## config.mk

```make
export PLATFORM = sky130hd
export DESIGN_NAME = prng_bank
export DESIGN_NICKNAME = d
export VERILOG_FILES = /design/src/rtl/prng_pkg.sv /design/src/rtl/galois_lfsr_lane.sv /design/src/rtl/prng_bank.sv
export SDC_FILE = /design/constraint.sdc
export NUM_CORES = 1
export LEC_CHECK = 0
export CAP_MARGIN = 30
export CORE_ASPECT_RATIO = 0.75
export CORE_MARGIN = 2
export CORE_UTILIZATION = 53
export CTS_CLUSTER_SIZE = 40
export DETAILED_ROUTE_END_ITERATION = 16
export GPL_TIMING_DRIVEN = 0
export HOLD_SLACK_MARGIN = 0.05
export PLACE_DENSITY = 0.81
export SLEW_MARGIN = 20
export SYNTH_ARGS = -nofsm -noshare
export SYNTH_HDL_FRONTEND = slang
export SYNTH_SLANG_ARGS = --single-unit
```

## constraint.sdc

```tcl
create_clock -name clk -period 5.75 [get_ports clk]
set_input_delay 0.575 -clock clk [delete_from_list [all_inputs] [get_ports clk]]
set_output_delay 0.575 -clock clk [all_outputs]
set_load 0.05 [all_outputs]
```

## src/rtl/prng_pkg.sv

```systemverilog
// prng_pkg: shared state enum, default Galois taps and lane-seed derivation for prng_bank (no ports)
package prng_pkg;
  typedef enum logic [1:0] {IDLE, SEED, WARM, RUN} state_t;
  localparam logic [3:0] TAPS4 = 4'hC;
  localparam logic [7:0] TAPS8 = 8'hB8;
  localparam logic [15:0] TAPS16 = 16'hB400;
  localparam logic [31:0] TAPS32 = 32'h80200003;
  function automatic logic [63:0] lane_seed(input logic [63:0] seed, input int lane, input int width);
    logic [63:0] mask, v;
    mask = (width >= 64) ? '1 : (64'd1 << width) - 64'd1;
    v = (seed ^ 64'(lane + 1)) & mask;
    return (v == '0) ? mask : v;
  endfunction
endpackage

```

## src/rtl/galois_lfsr_lane.sv

```systemverilog
// galois_lfsr_lane: one Galois LFSR lane register; in clk rst load load_val step, out state
module galois_lfsr_lane #(
  parameter int WIDTH = 8,
  parameter logic [WIDTH-1:0] TAPS = WIDTH'(8'hB8)
) (
  input  logic             clk,
  input  logic             rst,
  input  logic             load,
  input  logic [WIDTH-1:0] load_val,
  input  logic             step,
  output logic [WIDTH-1:0] state
);
  always_ff @(posedge clk)
    if (rst) state <= '0;
    else if (load) state <= load_val;
    else if (step) state <= state[0] ? (state >> 1) ^ TAPS : state >> 1;
endmodule

```

## src/rtl/prng_bank.sv

```systemverilog
// prng_bank: bank of LANES Galois LFSRs with seeding/warm-up FSM; in clk rst reseed seed out_ready, out out_valid out_data busy word_cnt
module prng_bank
  import prng_pkg::*;
#(
  parameter int WIDTH = 8,
  parameter int LANES = 4,
  parameter logic [WIDTH-1:0] TAPS = WIDTH'(8'hB8),
  parameter int WARMUP = 2,
  parameter int CNTW = 16
) (
  input  logic                   clk,
  input  logic                   rst,
  input  logic                   reseed,
  input  logic [WIDTH-1:0]       seed,
  output logic                   out_valid,
  input  logic                   out_ready,
  output logic [WIDTH*LANES-1:0] out_data,
  output logic                   busy,
  output logic [CNTW-1:0]        word_cnt
);
  localparam int LCW = LANES > 1 ? $clog2(LANES) : 1;
  localparam int WCW = WARMUP > 1 ? $clog2(WARMUP) : 1;
  state_t state, state_n;
  logic [LCW-1:0] lc;
  logic [WCW-1:0] wc;
  logic [WIDTH-1:0] seed_q;
  logic accept, step, last_lane, last_warm;
  assign out_valid = state == RUN;
  assign busy = state == SEED || state == WARM;
  always_comb begin
    accept = out_valid && out_ready && !reseed;
    step = !reseed && (state == WARM || accept);
    last_lane = lc == LCW'(LANES - 1);
    last_warm = wc == WCW'(WARMUP - 1);
    state_n = reseed ? SEED :
              (state == SEED && last_lane) ? (WARMUP == 0 ? RUN : WARM) :
              (state == WARM && last_warm) ? RUN : state;
  end
  always_ff @(posedge clk)
    if (rst) begin
      state <= IDLE;
      lc <= '0;
      wc <= '0;
      word_cnt <= '0;
      seed_q <= '0;
    end else begin
      state <= state_n;
      if (reseed) begin
        seed_q <= seed;
        lc <= '0;
        wc <= '0;
        word_cnt <= '0;
      end else begin
        if (state == SEED) lc <= last_lane ? '0 : lc + 1'b1;
        if (state == WARM) wc <= last_warm ? '0 : wc + 1'b1;
        if (accept && word_cnt != '1) word_cnt <= word_cnt + 1'b1;
      end
    end
  for (genvar i = 0; i < LANES; i++) begin : g_lane
    galois_lfsr_lane #(.WIDTH(WIDTH), .TAPS(TAPS)) u_lane (
      .clk      (clk),
      .rst      (rst),
      .load     (!reseed && state == SEED && lc == LCW'(i)),
      .load_val (WIDTH'(lane_seed(64'(seed_q), i, WIDTH))),
      .step     (step),
      .state    (out_data[i*WIDTH +: WIDTH])
    );
  end
endmodule

```

Word level (Yosys, flattened, before mapping) --
Cells that the tools add are included.
Operators by class: add/subtract/negate cells 3, muxes and demuxes 21, multiply operators 0, shift operators 0, bitwise operators 8, $lt $le $gt $ge 0, reductions and logical operators 26, div/mod/pow operators 0, equal/unequal tests 7
Operators with widths (number):
- $logic_not A64 Y1 | 4
- $mux W8 | 16
- $add A16 B1 Y16 const B | 1
- $ne A16 B16 Y1 const B | 1
- $not A3 Y4 | 4
- $logic_and A1 B1 Y1 | 11
- $reduce_bool A2 Y1 | 5
- $eq A2 B2 Y1 const B | 4
- $mux W2 | 3
- $eq A2 B1 Y1 const B | 2
- $not A1 Y1 | 3
- $reduce_bool A3 Y1 | 1
- $add A2 B1 Y2 const B | 1
- $logic_not A2 Y1 | 1
- $logic_or A1 B1 Y1 | 2
- $mux W1 | 2
- $not A2 Y2 | 1
- $reduce_or A2 Y1 | 1
- $add A1 B1 Y1 const B | 1
- $logic_not A1 Y1 | 1
Word-level totals: output and inout port bits 50, register bits after elaboration 61, input bits 12, memory bits (writable) 0, bits in read-only memories 0, bits in latches 0, memories kept 0

Depth between registers and ports, before layout --
Gate-level depths: netlist (run 1).
depth after elaboration 7, gate-level depth with buffers 8, depth with buffers taken out 6

Cells and area by module --
Synthesis (run 1) repeated with hierarchy kept, for this count alone.
Second synthesis, totals: cell total of the unflattened synthesis 366, area, all modules 3414.5 sq um
By module, submodules not included:
- galois_lfsr_lane | cells an instance 41, area each 441.7 sq um, seq. area each 160.2 sq um, instances 4
- prng_bank | cells an instance 202, area each 1647.8 sq um, seq. area each 580.6 sq um, instances 1

Worst setup path after synthesis (run 1) --
Ideal clock, no wire load.
path type flip-flop to flip-flop, start register word_cnt[0], end register word_cnt[3], buffers on the path 0, arrival time 2.028 ns, data required time 5.622 ns, slack 3.593 ns, cell stages (with the launch flop) 6, path through dfxtp_1 > ha_1 > nand3_1 > o41ai_1 > or3_1 > a21oi_1
Between the ends: cells in the longest elaborated chain, start to end 2
RTL lines:
- start, declared | line prng_bank.sv:19 | output logic [CNTW-1:0] word_cnt
- start signal, assigned | line prng_bank.sv:56 | if (accept && word_cnt != '1) word_cnt <= word_cnt + 1'b1;
- parallel branches: the longest is 2 deep, another holds $add A16 B1 Y16
Parallel ways; which one is timed is not known. A chain may end at the register's enable or synchronous reset.

Final worst setup path (run 1) --
start register state[0], end output busy
Between the ends: cells in the longest elaborated chain, start to end 2
RTL lines:
- start, declared | line prng_bank.sv:23 | state_t state, state_n;
- start signal, assigned | line prng_bank.sv:47 | state <= state_n;
- $eq A2 B1 Y1 / $eq A2 B2 Y1 (equally long branches) | line prng_bank.sv:29 | assign busy = state == SEED || state == WARM;
- $logic_or A1 B1 Y1 (*) | line prng_bank.sv:29
- end, declared | line prng_bank.sv:18 | output logic busy,
Mark *: on every way between the ends. The rest lies on a longest branch, timed or not.

==> results.md, run 1 <==
Outcome:
- The flow ran to the end, and the final reports show no timing, DRC or antenna violations.

Global routing:
- The first global-routing pass estimated 13.4 mm of wire.
- The total global routing track utilization is 26.6%.
- The via count of the first global-routing pass came to 2661.
- The global route total overflow is 0.
- Entering global routing, the biggest net connects 11 pins.
- The number of antenna violations at the first check in global routing came to 0.

Power:
- For this design the static power due to leakage is 1.35 nW.
- The power density relative to cell area is 230 mW/mm^2.
- The combinational share of power is 9.2%.
- The largest voltage drop on the vdd net is 0.000170 V.
- The clock network is responsible for 40.7% of the overall power.
- The portion of total power attributed to sequential cells is 50.1%.
- The switching power share of the total is 26.0%.
- For this design the total switching power over the nets is 0.231 mW.
- The internal portion of the total power is 0.658 mW.

Worst setup path:
- The endpoint arrival time on the critical path is 1930 ps.
- STA classifies the critical path endpoint as an output port.
- The element type at the critical path start is a flop.
- The critical path is of the flop to output port type.
- Along the worst path, the maximum fanout reaches 4.
- The depth of the worst register-to-register path is 8.
- Data on the critical path is required at its endpoint by 5180 ps.

Detailed routing:
- The via count of the routed design is 2967.
- In the routed layout, each cell is associated on average with a via count of 5.90.
- The routed design has 8.41 mm of wire.
- The first TritonRoute pass finished after 5 iterations.
- After detailed routing, the number of remaining DRC violations is 0.
- The number of nets with antenna violations after detailed routing is 0.
- The violation count after the first detailed-routing iteration is 262.
- In the final routed layout, each cell accounts on average for 16.7 um.

Logic synthesis:
- The main flop type after synthesis is sky130_fd_sc_hd__dfxtp_1.
- After synthesis, the share of flip-flops with an asynchronous set or reset is 0%.
- In the post-synthesis netlist, the biggest area contributors are sky130_fd_sc_hd__dfxtp_1, sky130_fd_sc_hd__a311oi_1, sky130_fd_sc_hd__nand2_1, sky130_fd_sc_hd__mux2i_1, sky130_fd_sc_hd__nor3_1.
- The count of cell types in the netlist is 45.
- Averaged over all synthesized cells, the footprint is 8.51 sq um.
- Synthesis produced a netlist whose cell count is 353.
- Yosys instantiated no cell more often than sky130_fd_sc_hd__nand2_1.
- The synthesized design devotes to its leading area cell type 40.7% of total area.
- By count the netlist is led by sky130_fd_sc_hd__nand2_1, sky130_fd_sc_hd__dfxtp_1, sky130_fd_sc_hd__nor2_1.
- The cell taking the most area after synthesis is sky130_fd_sc_hd__dfxtp_1.
- When the netlist entered floorplanning its net count stood at 373.
- Yosys mapped a number of flops with a built-in enable equal to 0.
- Yosys printed 0 warnings.
- After synthesis, flip-flops and latches occupy 40.7% of the total area.
- After synthesis the cells add up to 0.00300 sq mm.
- Synthesis inferred 61 register bits.

Clock network:
- The clock-pin slew on the worst setup and hold paths is 70 ps.
- TritonCTS created 9 clock buffers.
- The clock tree from TritonCTS is done.
- The later-pin clock latency in the skew report is 340 ps.
- The number of buffers inserted by post-CTS setup repair is 0.
- The maximum root-to-sink buffer count is 2.
- The H-tree depth is 3.
- The post-cts sizing count is 0.
- The CTS sink count is 61.
- Clock tree synthesis selected as its root buffer the cell sky130_fd_sc_hd__clkbuf_8.
- The post-cts hold buffer count is 0.

Final layout:
- The post-route non-filler standard cell count is 503.
- Cells with a size suffix above 1 make up 6.54% of the layout.
- Fill cells in the final layout number 455.
- The net count of the finished layout is 444.
- The area growth from synthesis to layout is 29.0%.
- The summed area of non-filler cells in the final layout is 0.00387 sq mm.
- The repair_antennas step left the layout with diodes totalling 0.

Die:
- The total core area is 0.00541 sq mm.
- The cell row count is 23.
- The floorplan step defined a die boundary enclosing 0.00629 sq mm.
- The die outline width is 90.9 um.
- Pin placement for this block handled 62 I/O pins.
- Measured along the y axis, the die boundary spans 69.2 um.
- The initial utilization of the core area, before any placement, comes to 55.5%.

Job:
- The max-cap violation count is 0.

Timing:
- The count of endpoints failing hold in the final timing report is 0.
- The slew at the pin with the worst max-slew slack is 806 ps.
- The worst path uses 43.6% of the clock period.
- The setup TNS after final layout is 0 ps.
- The final count of pins violating max slew was 0.
- After layout, the minimum clock period comes to 2500 ps.
- Setup repair after global routing left no endpoint under its margin.
- Setup violations remaining at the end of the flow were counted as 0.
- The maximum clock skew at final layout is 9.07 ps.
- The worst pin sits at a relative slew slack of 45.8%.
- For this run, the top clock speed supported by timing is 399 MHz.
- The final worst hold slack is 507 ps.

Place:
- The total cell area at the placement stage is 0.00369 sq mm.
- The quantity of I/O buffers inserted on ports is 59.
- Routability-driven placement finished with a final weighted congestion of 0.856.
- The cell total after placement is 487.
- Detailed placement finished with a half-perimeter wire length of 5.88 mm.

Hold path:
- The worst hold path passes through 2 cells.
- The path category of the worst min-delay check is flop to flop.
==> registers in the layout (all words and copies together), names as in the netlist <==
name / flops
lc: 2
state: 2
g_lane.u_lane.state: 32
seed_q: 8
last_warm: 1
word_cnt: 16
==> layout make-up <==
type | count | area (sq um) | share of cell area (%)
Sequential cell | 61 | 1220 | 31.5
Tap cell | 75 | 93.8 | 2.42
Multi-Input combinational cell | 261 | 1660 | 42.8
Buffer | 21 | 87.6 | 2.26
Clock buffer | 10 | 128 | 3.30
Inverter | 10 | 37.5 | 0.969
Clock inverter | 5 | 52.6 | 1.36
Timing Repair Buffer | 60 | 596 | 15.4
==> worst max-delay path, stage by stage, from the launching register on <==
cell and delay, ps:
sky130_fd_sc_hd__dfxtp_1 390, sky130_fd_sc_hd__inv_1 60, sky130_fd_sc_hd__ha_1 290, sky130_fd_sc_hd__inv_1 50, sky130_fd_sc_hd__clkdlybuf4s50_1 800
==> layout by cell type, fill, tap and decap left out, drive strengths merged, types with 2 or more instances in the layout <==
master and instances:
o31ai 3, nand3 5, clkinv 3, nand2b 2
a211oi 5, nand2 65, o21ai 6, nand4 7
inv 10, nor2 30, a221oi 5, and3 2
a21oi 10, ha 8, or4 4, a311oi 28
o311ai 3, or2 2, and2 2, buf 3
dfxtp 61, nor4 3, nor3 25, or3 4
o41ai 4, mux2i 13, xor2 13, clkdlybuf4s50 59
clkbuf 29, and4 2
==> logic make-up (layout without fill, tap and decap cells) <==
logic type	Yosys count	after routing	synth area share [%]
fa+ha+maj	8	8	3.33
simple gates	160	160	26.1
buf+inv	31	106	4.17
compound gates	66	66	17.3
xor+xnor	14	14	4.08
flops	61	61	40.7
mux	13	13	4.33
==> path summary, 6_finish.rpt <==
path | startpoint | end | slack (ps)
worst max-delay path | state[0] | busy | 3250
worst min-delay path | g_lane[1].u_lane.state[3] | g_lane[1].u_lane.state[3] | 510
worst max register to register | state[0] | g_lane[1].u_lane.state[0] | 3330
worst min register to register | g_lane[1].u_lane.state[3] | g_lane[1].u_lane.state[3] | 510
==> routing by layer <==
metal | track usage, % | vias up | share of wire [%] | wire length (um)
met4 | 6.06 | 0 | 0.86 | 72
li1 | - | 1436 | - | -
met2 | 39.0 | 155 | 44 | 3670
met1 | 38.6 | 1367 | 47 | 3920
met5 | 0 | - | 0 | 0
met3 | 8.26 | 9 | 8.8 | 742
==> power by group through the flow <==
stage               clock network [mW]  registers, mW  logic, mW
finish                           0.362          0.446     0.0818
detailed placement                   0          0.455     0.0805
global placement                     0          0.454     0.0791
global route                     0.383          0.446     0.0868
CTS                              0.366          0.445     0.0812
floorplan                            0          0.466     0.0391
==> through the flow <==
step	utilization, %	worst slack (ps)	total power, mW
after floorplan	-	3590	0.505
after global placement	68.2	3070	0.533
after detailed placement	68.2	3030	0.535
after CTS	71.5	3220	0.893
after global routing	71.6	3150	0.917
final	71.6	3250	0.889
No activity file was read; power rests on OpenSTA's default activity.
==> run 2: changes to the inputs <==
--- a/config.mk
+++ b/config.mk
@@ -8,12 +8,12 @@
 export CAP_MARGIN = 30
 export CORE_ASPECT_RATIO = 0.75
 export CORE_MARGIN = 2
-export CORE_UTILIZATION = 53
+export CORE_UTILIZATION = 46
 export CTS_CLUSTER_SIZE = 40
 export DETAILED_ROUTE_END_ITERATION = 16
 export GPL_TIMING_DRIVEN = 0
 export HOLD_SLACK_MARGIN = 0.05
-export PLACE_DENSITY = 0.81
+export PLACE_DENSITY = 0.75
 export SLEW_MARGIN = 20
 export SYNTH_ARGS = -nofsm -noshare
 export SYNTH_HDL_FRONTEND = slang
==> constraint.sdc (replaced) <==
create_clock -name clk -period 2.1 [get_ports clk]
set_input_delay 0.21 -clock clk [delete_from_list [all_inputs] [get_ports clk]]
set_output_delay 0.21 -clock clk [all_outputs]
set_load 0.05 [all_outputs]
==> run 2 against run 1 <==
Effect of this change: hold slack lost 230 ps; non-clock buffer count is 2 lower; highest routed layer unchanged; final area rose by 0.84%; routed wire length decreased by 1.7%; utilization down 9.8 points; critical path type is now flop to flop; flip-flop and latch count is the same; first-iteration DRC count is 39% lower.
==> results.md, run 2 (synthesis gave the netlist of run 1 again) <==
Outcome:
- The run finished with clean final reports.

Final layout:
- The top cell types in the final layout, fill and taps aside, are sky130_fd_sc_hd__nand2_1, sky130_fd_sc_hd__dfxtp_1, sky130_fd_sc_hd__clkdlybuf4s50_1.
- The final design utilization is 61.8% (-9.8 points).
- The number of flip-flops in the largest register is 32 (unchanged).
- The summed area of non-filler cells in the final layout came to 0.00391 sq mm (+0.84%).
- The largest registers in the layout are g_lane.u_lane.state (32), word_cnt (16), seed_q (8).
- The fraction of layout cells with a size suffix above 1 came to 8.20% (+1.7 points).
- Leaving out fill and tap cells, the most frequent cell in the layout is sky130_fd_sc_hd__nand2_1.
- More flip-flops sit in one register than any other, and that register is g_lane.u_lane.state.
- The net count of the finished layout is 442 (-0.45%).
- Compared with the post-synthesis result, the final layout area differs by 30.0%.
- The total of fill cells in the finished design is 565 (+24%).
- The number of antenna cells inserted is 0 (unchanged).

Power:
- The largest voltage drop on the vdd net is 0.000438 V (+160%).
- The overall power after layout is 2.38 mW (+170%).
- The power density relative to cell area is 609 mW/mm^2 (+170%).
- The leakage power figure is 1.37 nW (+0.94%).

Timing:
- The worst slew margin relative to its limit is 54.0% (+8.2 points).
- The highest clock frequency the design can meet is 504 MHz.
- The clock period minus worst slack is 1980 ps.
- The count of endpoints failing hold in the final timing report came to 0 (unchanged).
- The final count of pins violating max slew is 0 (unchanged).
- The final clock period utilization by the worst path is 94.4%.
- The maximum clock skew at final layout is 6.54 ps (-2.54 ps).
- The slew at the pin with the worst max-slew slack is 690 ps (-116 ps).
- The number of endpoints failing setup at the final stage is 0 (unchanged).
- Setup repair after global routing left no endpoint under its margin.

Detailed routing:
- The violation count after the first detailed-routing iteration is 159 (-39%).
- After detailed routing, no signal wire sits above met4.
- The routed wire length on met3 is 638 um (-14%).
- The number of iterations in the first detailed-routing pass is 4 (-1).
- The via count of the routed design is 2908 (-2.0%).
- The wire length after detailed routing came to 8.27 mm (-1.7%).
- The routed wire length on met2 came to 3.63 mm (-1.1%).
- The detailed-routing wirelength on met1 came to 3.97 mm (+1.2%).
- The wire length per cell is 16.3 um (-2.7%).
- The number of nets with antenna violations after detailed routing is 0 (unchanged).
- The post-route DRC violation count was 0 (unchanged).
- The detail-routed via count per cell is 5.72 (-3.0%).

Die:
- The area of the die is 0.00720 sq mm (+14%).
- The starting utilization of the core area came to 47.5% (-8.0 points).
- The cell row count was 25 (+8.7%).
- The y dimension of the die came to 74.0 um (+6.9%).
- The total core area is 0.00632 sq mm (+17%).
- The die outline width came to 97.3 um (+7.0%).
- The number of I/O pins is 62 (unchanged).

Place:
- The total cell area at the placement stage is 0.00370 sq mm (+0.41%).
- The quantity of I/O buffers inserted on ports is 59 (unchanged).
- The HPWL reported at the end of detailed placement came to 5.81 mm (-1.2%).
- The placer's final routability congestion estimate is 0.835 (-2.4%).

Global routing:
- The total global routing track utilization was 23.0% (-3.6 points).
- The via count of the first global-routing pass is 2619 (-1.6%).
- The global route total overflow came to 0 (unchanged).
- The maximum number of pins on one net before global-route repair came to 12 (+1).
- The number of antenna violations at the first check in global routing was 0 (unchanged).
- The global-route wire length before repair is 13.2 mm (-1.9%).

Worst setup path:
- The endpoint arrival time on the critical path came to 2220 ps (+290 ps).
- The worst setup path is captured at a flop.
- STA classifies the critical path startpoint as a flop.
- The critical path is of the flop to flop type.
- The register-to-register setup slack is 120 ps (-3210 ps).
- The maximum fanout along the worst path is 10 (+6).
- The required time at the worst-slack endpoint was 2330 ps (-2850 ps).

Clock network:
- The H-tree depth was 3 (unchanged).
- The tree is rooted in a sky130_fd_sc_hd__clkbuf_8.
- The CTS buffer count is 9 (unchanged).
- The maximum root-to-sink buffer count is 2 (unchanged).
- The clock-pin slew on the worst setup and hold paths came to 60 ps (about the same).
- The CTS sink count is 61 (unchanged).
- The clock tree from TritonCTS is done.
- The later-pin clock latency in the skew report was 340 ps (about the same).
- The number of buffers inserted by post-CTS setup repair was 0 (unchanged).

Job:
- The max-cap violation count is 0 (unchanged).

Hold path:
- The path category of the worst min-delay check is primary input to flop.
## run 2: power breakdown
part / total [mW] / switching, mW / internal (mW) / leakage [nW]
sequential: 1.22 / 0.0400 / 1.18 / 0.494
combinational: 0.222 / 0.138 / 0.0840 / 0.781
clock: 0.934 / 0.447 / 0.486 / 0.0921
## run 2: routing by layer
layer	GRT usage, %	vias up
met5	0	-
met4	7.10	0
met3	6.02	4
met2	34.6	105
met1	32.9	1370
li1	-	1429
## run 2: critical path, stage by stage, from the launching register on
cell and delay [ps]:
sky130_fd_sc_hd__dfxtp_1 400, sky130_fd_sc_hd__inv_1 60, sky130_fd_sc_hd__ha_1 250, sky130_fd_sc_hd__nor2b_1 190
sky130_fd_sc_hd__nand2_1 200, sky130_fd_sc_hd__buf_1 400, sky130_fd_sc_hd__nor3_1 100, sky130_fd_sc_hd__a311oi_1 290
## run 2: cell type report
| cell class | count | area, sq um | share of cell area (%) |
|---|---|---|---|
| multi-input combinational | 261 | 1690 | 43.2 |
| inverter | 10 | 37.5 | 0.961 |
| tap | 81 | 101 | 2.60 |
| timing repair buffer | 59 | 589 | 15.1 |
| buffer | 20 | 90.1 | 2.31 |
| clock buffer | 12 | 155 | 3.97 |
| clock inverter | 4 | 22.5 | 0.577 |
| sequential | 61 | 1220 | 31.3 |
## run 2: stage by stage
step                setup WS [ps]  std cells  TNS [ps]  hold slack (ps)
CTS                          2.79        508         0              252
floorplan                    17.8        353         0              358
detailed placement           -242        493     -1890              497
global route                 4.23        508         0              304
global placement             -205        493     -1680              491
finish                        117        508         0              274
## run 2: path summary, 6_finish.rpt
kind,startpoint,endpoint,depth (start not counted)
max,state[1],g_lane[3].u_lane.state[0],7
min,rst,g_lane[3].u_lane.state[2],2
max reg2reg,state[1],g_lane[3].u_lane.state[0],7
min reg2reg,g_lane[1].u_lane.state[3],g_lane[1].u_lane.state[3],2
## run 2: repair_timing
| action | in CTS | in global routing |
|---|---|---|
| pin swaps | 0 | 1 |
| hold buffers | 0 | 0 |
| setup endpoints to repair | 11 | 20 |
| endpoints found under the hold margin | 0 | 0 |
| resized for setup | 2 | 12 |
==> run 3: changes to the inputs <==
--- a/config.mk
+++ b/config.mk
@@ -13,7 +13,7 @@
 export DETAILED_ROUTE_END_ITERATION = 16
 export GPL_TIMING_DRIVEN = 0
 export HOLD_SLACK_MARGIN = 0.05
-export PLACE_DENSITY = 0.75
+export PLACE_DENSITY = 0.81
 export SLEW_MARGIN = 20
 export SYNTH_ARGS = -nofsm -noshare
 export SYNTH_HDL_FRONTEND = slang
==> constraint.sdc (replaced) <==
create_clock -name clk -period 2.1 [get_ports clk]
set_input_delay 0.42 -clock clk [delete_from_list [all_inputs] [get_ports clk]]
set_output_delay 0.42 -clock clk [all_outputs]
set_load 0.05 [all_outputs]
==> run 3 against run 2 <==
Effect of this change: clock power rose by 27%; first-iteration DRC count rose by 24%; final cell count rose by 0.20%; via count rose by 1.9%; sequential power barely moved; die area did not move; clock skew rose by 3.4 ps; count of clock-buffer cells in the layout did not move; global-route usage rose by 0.70 points; critical endpoint is now word_cnt[7]; highest routed layer unchanged.
==> results.md, run 3 (synthesis gave the netlist of run 1 again) <==
Place:
- The minimum setup slack after placement is -459 ps (-217 ps).
- The total cell area at the placement stage is 0.00370 sq mm (unchanged).
- The HPWL reported at the end of detailed placement is 5.89 mm (+1.3%).
- The cell total after placement is 493 (unchanged).
- The placer's final routability congestion estimate came to 0.872 (+4.4%).
- The quantity of I/O buffers inserted on ports is 59 (unchanged).

Clock network:
- The post-cts hold buffer count was 0 (unchanged).
- TritonCTS built the clock tree.
- The tree is rooted in a sky130_fd_sc_hd__clkbuf_8.
- The CTS sink count came to 61 (unchanged).
- The CTS buffer count is 9 (unchanged).
- The maximum root-to-sink buffer count is 2 (unchanged).
- The clock-pin slew on the worst setup and hold paths came to 70 ps (about the same).
- The number of buffers inserted by post-CTS setup repair is 0 (unchanged).
- The later-pin clock latency in the skew report was 360 ps (+20 ps).
- The H-tree depth came to 3 (unchanged).

Die:
- The number of I/O pins is 62 (unchanged).
- The cell row count is 25 (unchanged).
- The starting utilization of the core area is 47.5% (unchanged).
- The total core area came to 0.00632 sq mm (unchanged).
- The y dimension of the die is 74.0 um (unchanged).
- The die outline width is 97.3 um (unchanged).
- The area of the die came to 0.00720 sq mm (unchanged).

Worst setup path:
- The maximum fanout along the worst path is 7 (-3).
- The start-to-end type of the worst setup path is flop to output port.
- In this design, the largest share of critical-path delay is due to buffers and inverters.
- The signal on the critical path passes through clkdlybuf4s50_1.
- The peak per-stage delay on the critical path came to 840 ps (+440 ps).
- STA classifies the critical path startpoint as a flop.
- The required time at the worst-slack endpoint was 1680 ps (-650 ps).
- The endpoint arrival time on the critical path is 1630 ps (-590 ps).
- The number of buffers and inverters on the critical path is 1 (-1).
- The capturing element type of the critical path is an output port.
- Among all stages on the critical path, the largest delay is contributed by sky130_fd_sc_hd__clkdlybuf4s50_1.

Power:
- The largest voltage drop on the vdd net was 0.000489 V (+12%).
- The leakage power figure came to 1.53 nW (+12%).
- The power density relative to cell area was 663 mW/mm^2 (+8.9%).

Timing:
- The number of endpoints failing setup at the final stage is 0 (unchanged).
- The count of endpoints failing hold in the final timing report was 0 (unchanged).
- The final count of pins violating max slew is 0 (unchanged).
- The final clock period utilization by the worst path is 97.7% (+3.3 points).
- The clock period minus worst slack is 2050 ps (+69.5 ps).
- The final worst hold slack is 493 ps (+219 ps).
- The maximum clock skew at final layout is 9.98 ps (+3.45 ps).
- The final worst setup slack is 47.8 ps (-69.5 ps).
- The slew at the pin with the worst max-slew slack is 670 ps (-20.0 ps).
- The setup TNS after final layout was 0 ps (unchanged).
- The highest clock frequency the design can meet is 487 MHz (-3.4%).
- Setup repair after global routing could not meet its margin everywhere.
- The worst slew margin relative to its limit is 55.3% (+1.3 points).

Global routing:
- The maximum number of pins on one net before global-route repair came to 11 (-1).
- The global route total overflow is 0 (unchanged).
- The number of antenna violations at the first check in global routing is 0 (unchanged).
- The via count of the first global-routing pass is 2718 (+3.8%).
- The global-route wire length before repair is 13.5 mm (+2.4%).
- The total global routing track utilization is 23.7% (+0.70 points).

Outcome:
- The run finished with clean final reports.

Final layout:
- The number of antenna cells inserted was 0 (unchanged).
- The summed area of non-filler cells in the final layout is 0.00397 sq mm (+1.7%).
- The library cells used most frequently in the layout, excluding fill and tap cells, are sky130_fd_sc_hd__nand2_1, sky130_fd_sc_hd__dfxtp_1, sky130_fd_sc_hd__clkdlybuf4s50_1.
- The largest registers in the layout are g_lane.u_lane.state (32), word_cnt (16), seed_q (8).
- The number of flip-flops in the largest register came to 32 (unchanged).
- Leaving out fill and tap cells, the most frequent cell in the layout is sky130_fd_sc_hd__nand2_1.
- From synthesis to final layout, the design area changed by 32.2%.
- The post-route non-filler standard cell count was 509 (+0.20%).
- The fraction of layout cells with a size suffix above 1 is 8.88% (+0.68 points).
- The net count of the finished layout is 443 (+0.23%).
- The register with the most flip-flops in the final layout is g_lane.u_lane.state.

Detailed routing:
- The number of iterations in the first detailed-routing pass is 4 (unchanged).
- The detail-routed via count per cell is 5.82 (+1.7%).
- The number of nets with antenna violations after detailed routing is 0 (unchanged).
- The violation count after the first detailed-routing iteration is 197 (+24%).
- The wire length per cell was 16.5 um (+1.4%).
- The via count of the routed design is 2964 (+1.9%).
- The wire length after detailed routing came to 8.40 mm (+1.6%).
- The post-route DRC violation count came to 0 (unchanged).

Hold path:
- The path category of the worst min-delay check is primary input to flop.

Job:
- The max-cap violation count is 0 (unchanged).
run 3: what timing repair did:
item | in CTS | in global routing
setup endpoints to repair | 15 | 31
cloned | 0 | 0
gates resized for setup | 7 | 26
pin swaps | 0 | 1
run 3: report_power, final:
group	switching (mW)	internal, mW
Combinational	0.138	0.0826
Sequential	0.0399	1.18
Clock	0.462	0.729
run 3: final timing paths:
check,cells past startpoint,from,end,slack (ps)
worst min-delay path,2,rst,g_lane[3].u_lane.state[2],490
worst max-delay path,1,word_cnt[7],word_cnt[7],50
worst max register to register,4,seed_q[1],g_lane[1].u_lane.state[7],120
worst min register to register,2,g_lane[1].u_lane.state[7],g_lane[1].u_lane.state[6],510
run 3: metal layers:
metal / track usage, % / vias to the layer above / part of all wire (%)
met3: 10.2 / 11 / 7.7
met1: 31.3 / 1411 / 46
met4: 5.56 / 0 / 1.1
met2: 36.7 / 103 / 46
li1: - / 1439 / -
met5: 0 / - / 0
run 3: cell type report:
cell class	count	area [sq um]
multi-input combinational	261	1690
fill	528	2350
clock buffer	12	155
buffer	21	101
sequential	61	1220
clock inverter	4	70.1
tap	81	101
inverter	10	37.5
timing repair buffer	59	596
run 3: worst reg2reg max path: stages (launching register included):
cell and delay [ps]:
sky130_fd_sc_hd__dfxtp_1 520, sky130_fd_sc_hd__or4b_2 630, sky130_fd_sc_hd__o21bai_2 340, sky130_fd_sc_hd__nor2_1 90, sky130_fd_sc_hd__a311oi_1 300
run 3: metrics by stage:
| stage | total power, mW | util (%) |
|---|---|---|
| final | 2.63 | 62.8 |
| after CTS | 2.65 | 62.1 |
| after global routing | 2.72 | 62.8 |
| after global placement | 1.46 | 58.6 |
| after detailed placement | 1.47 | 58.6 |
| after floorplan | 1.38 | - |
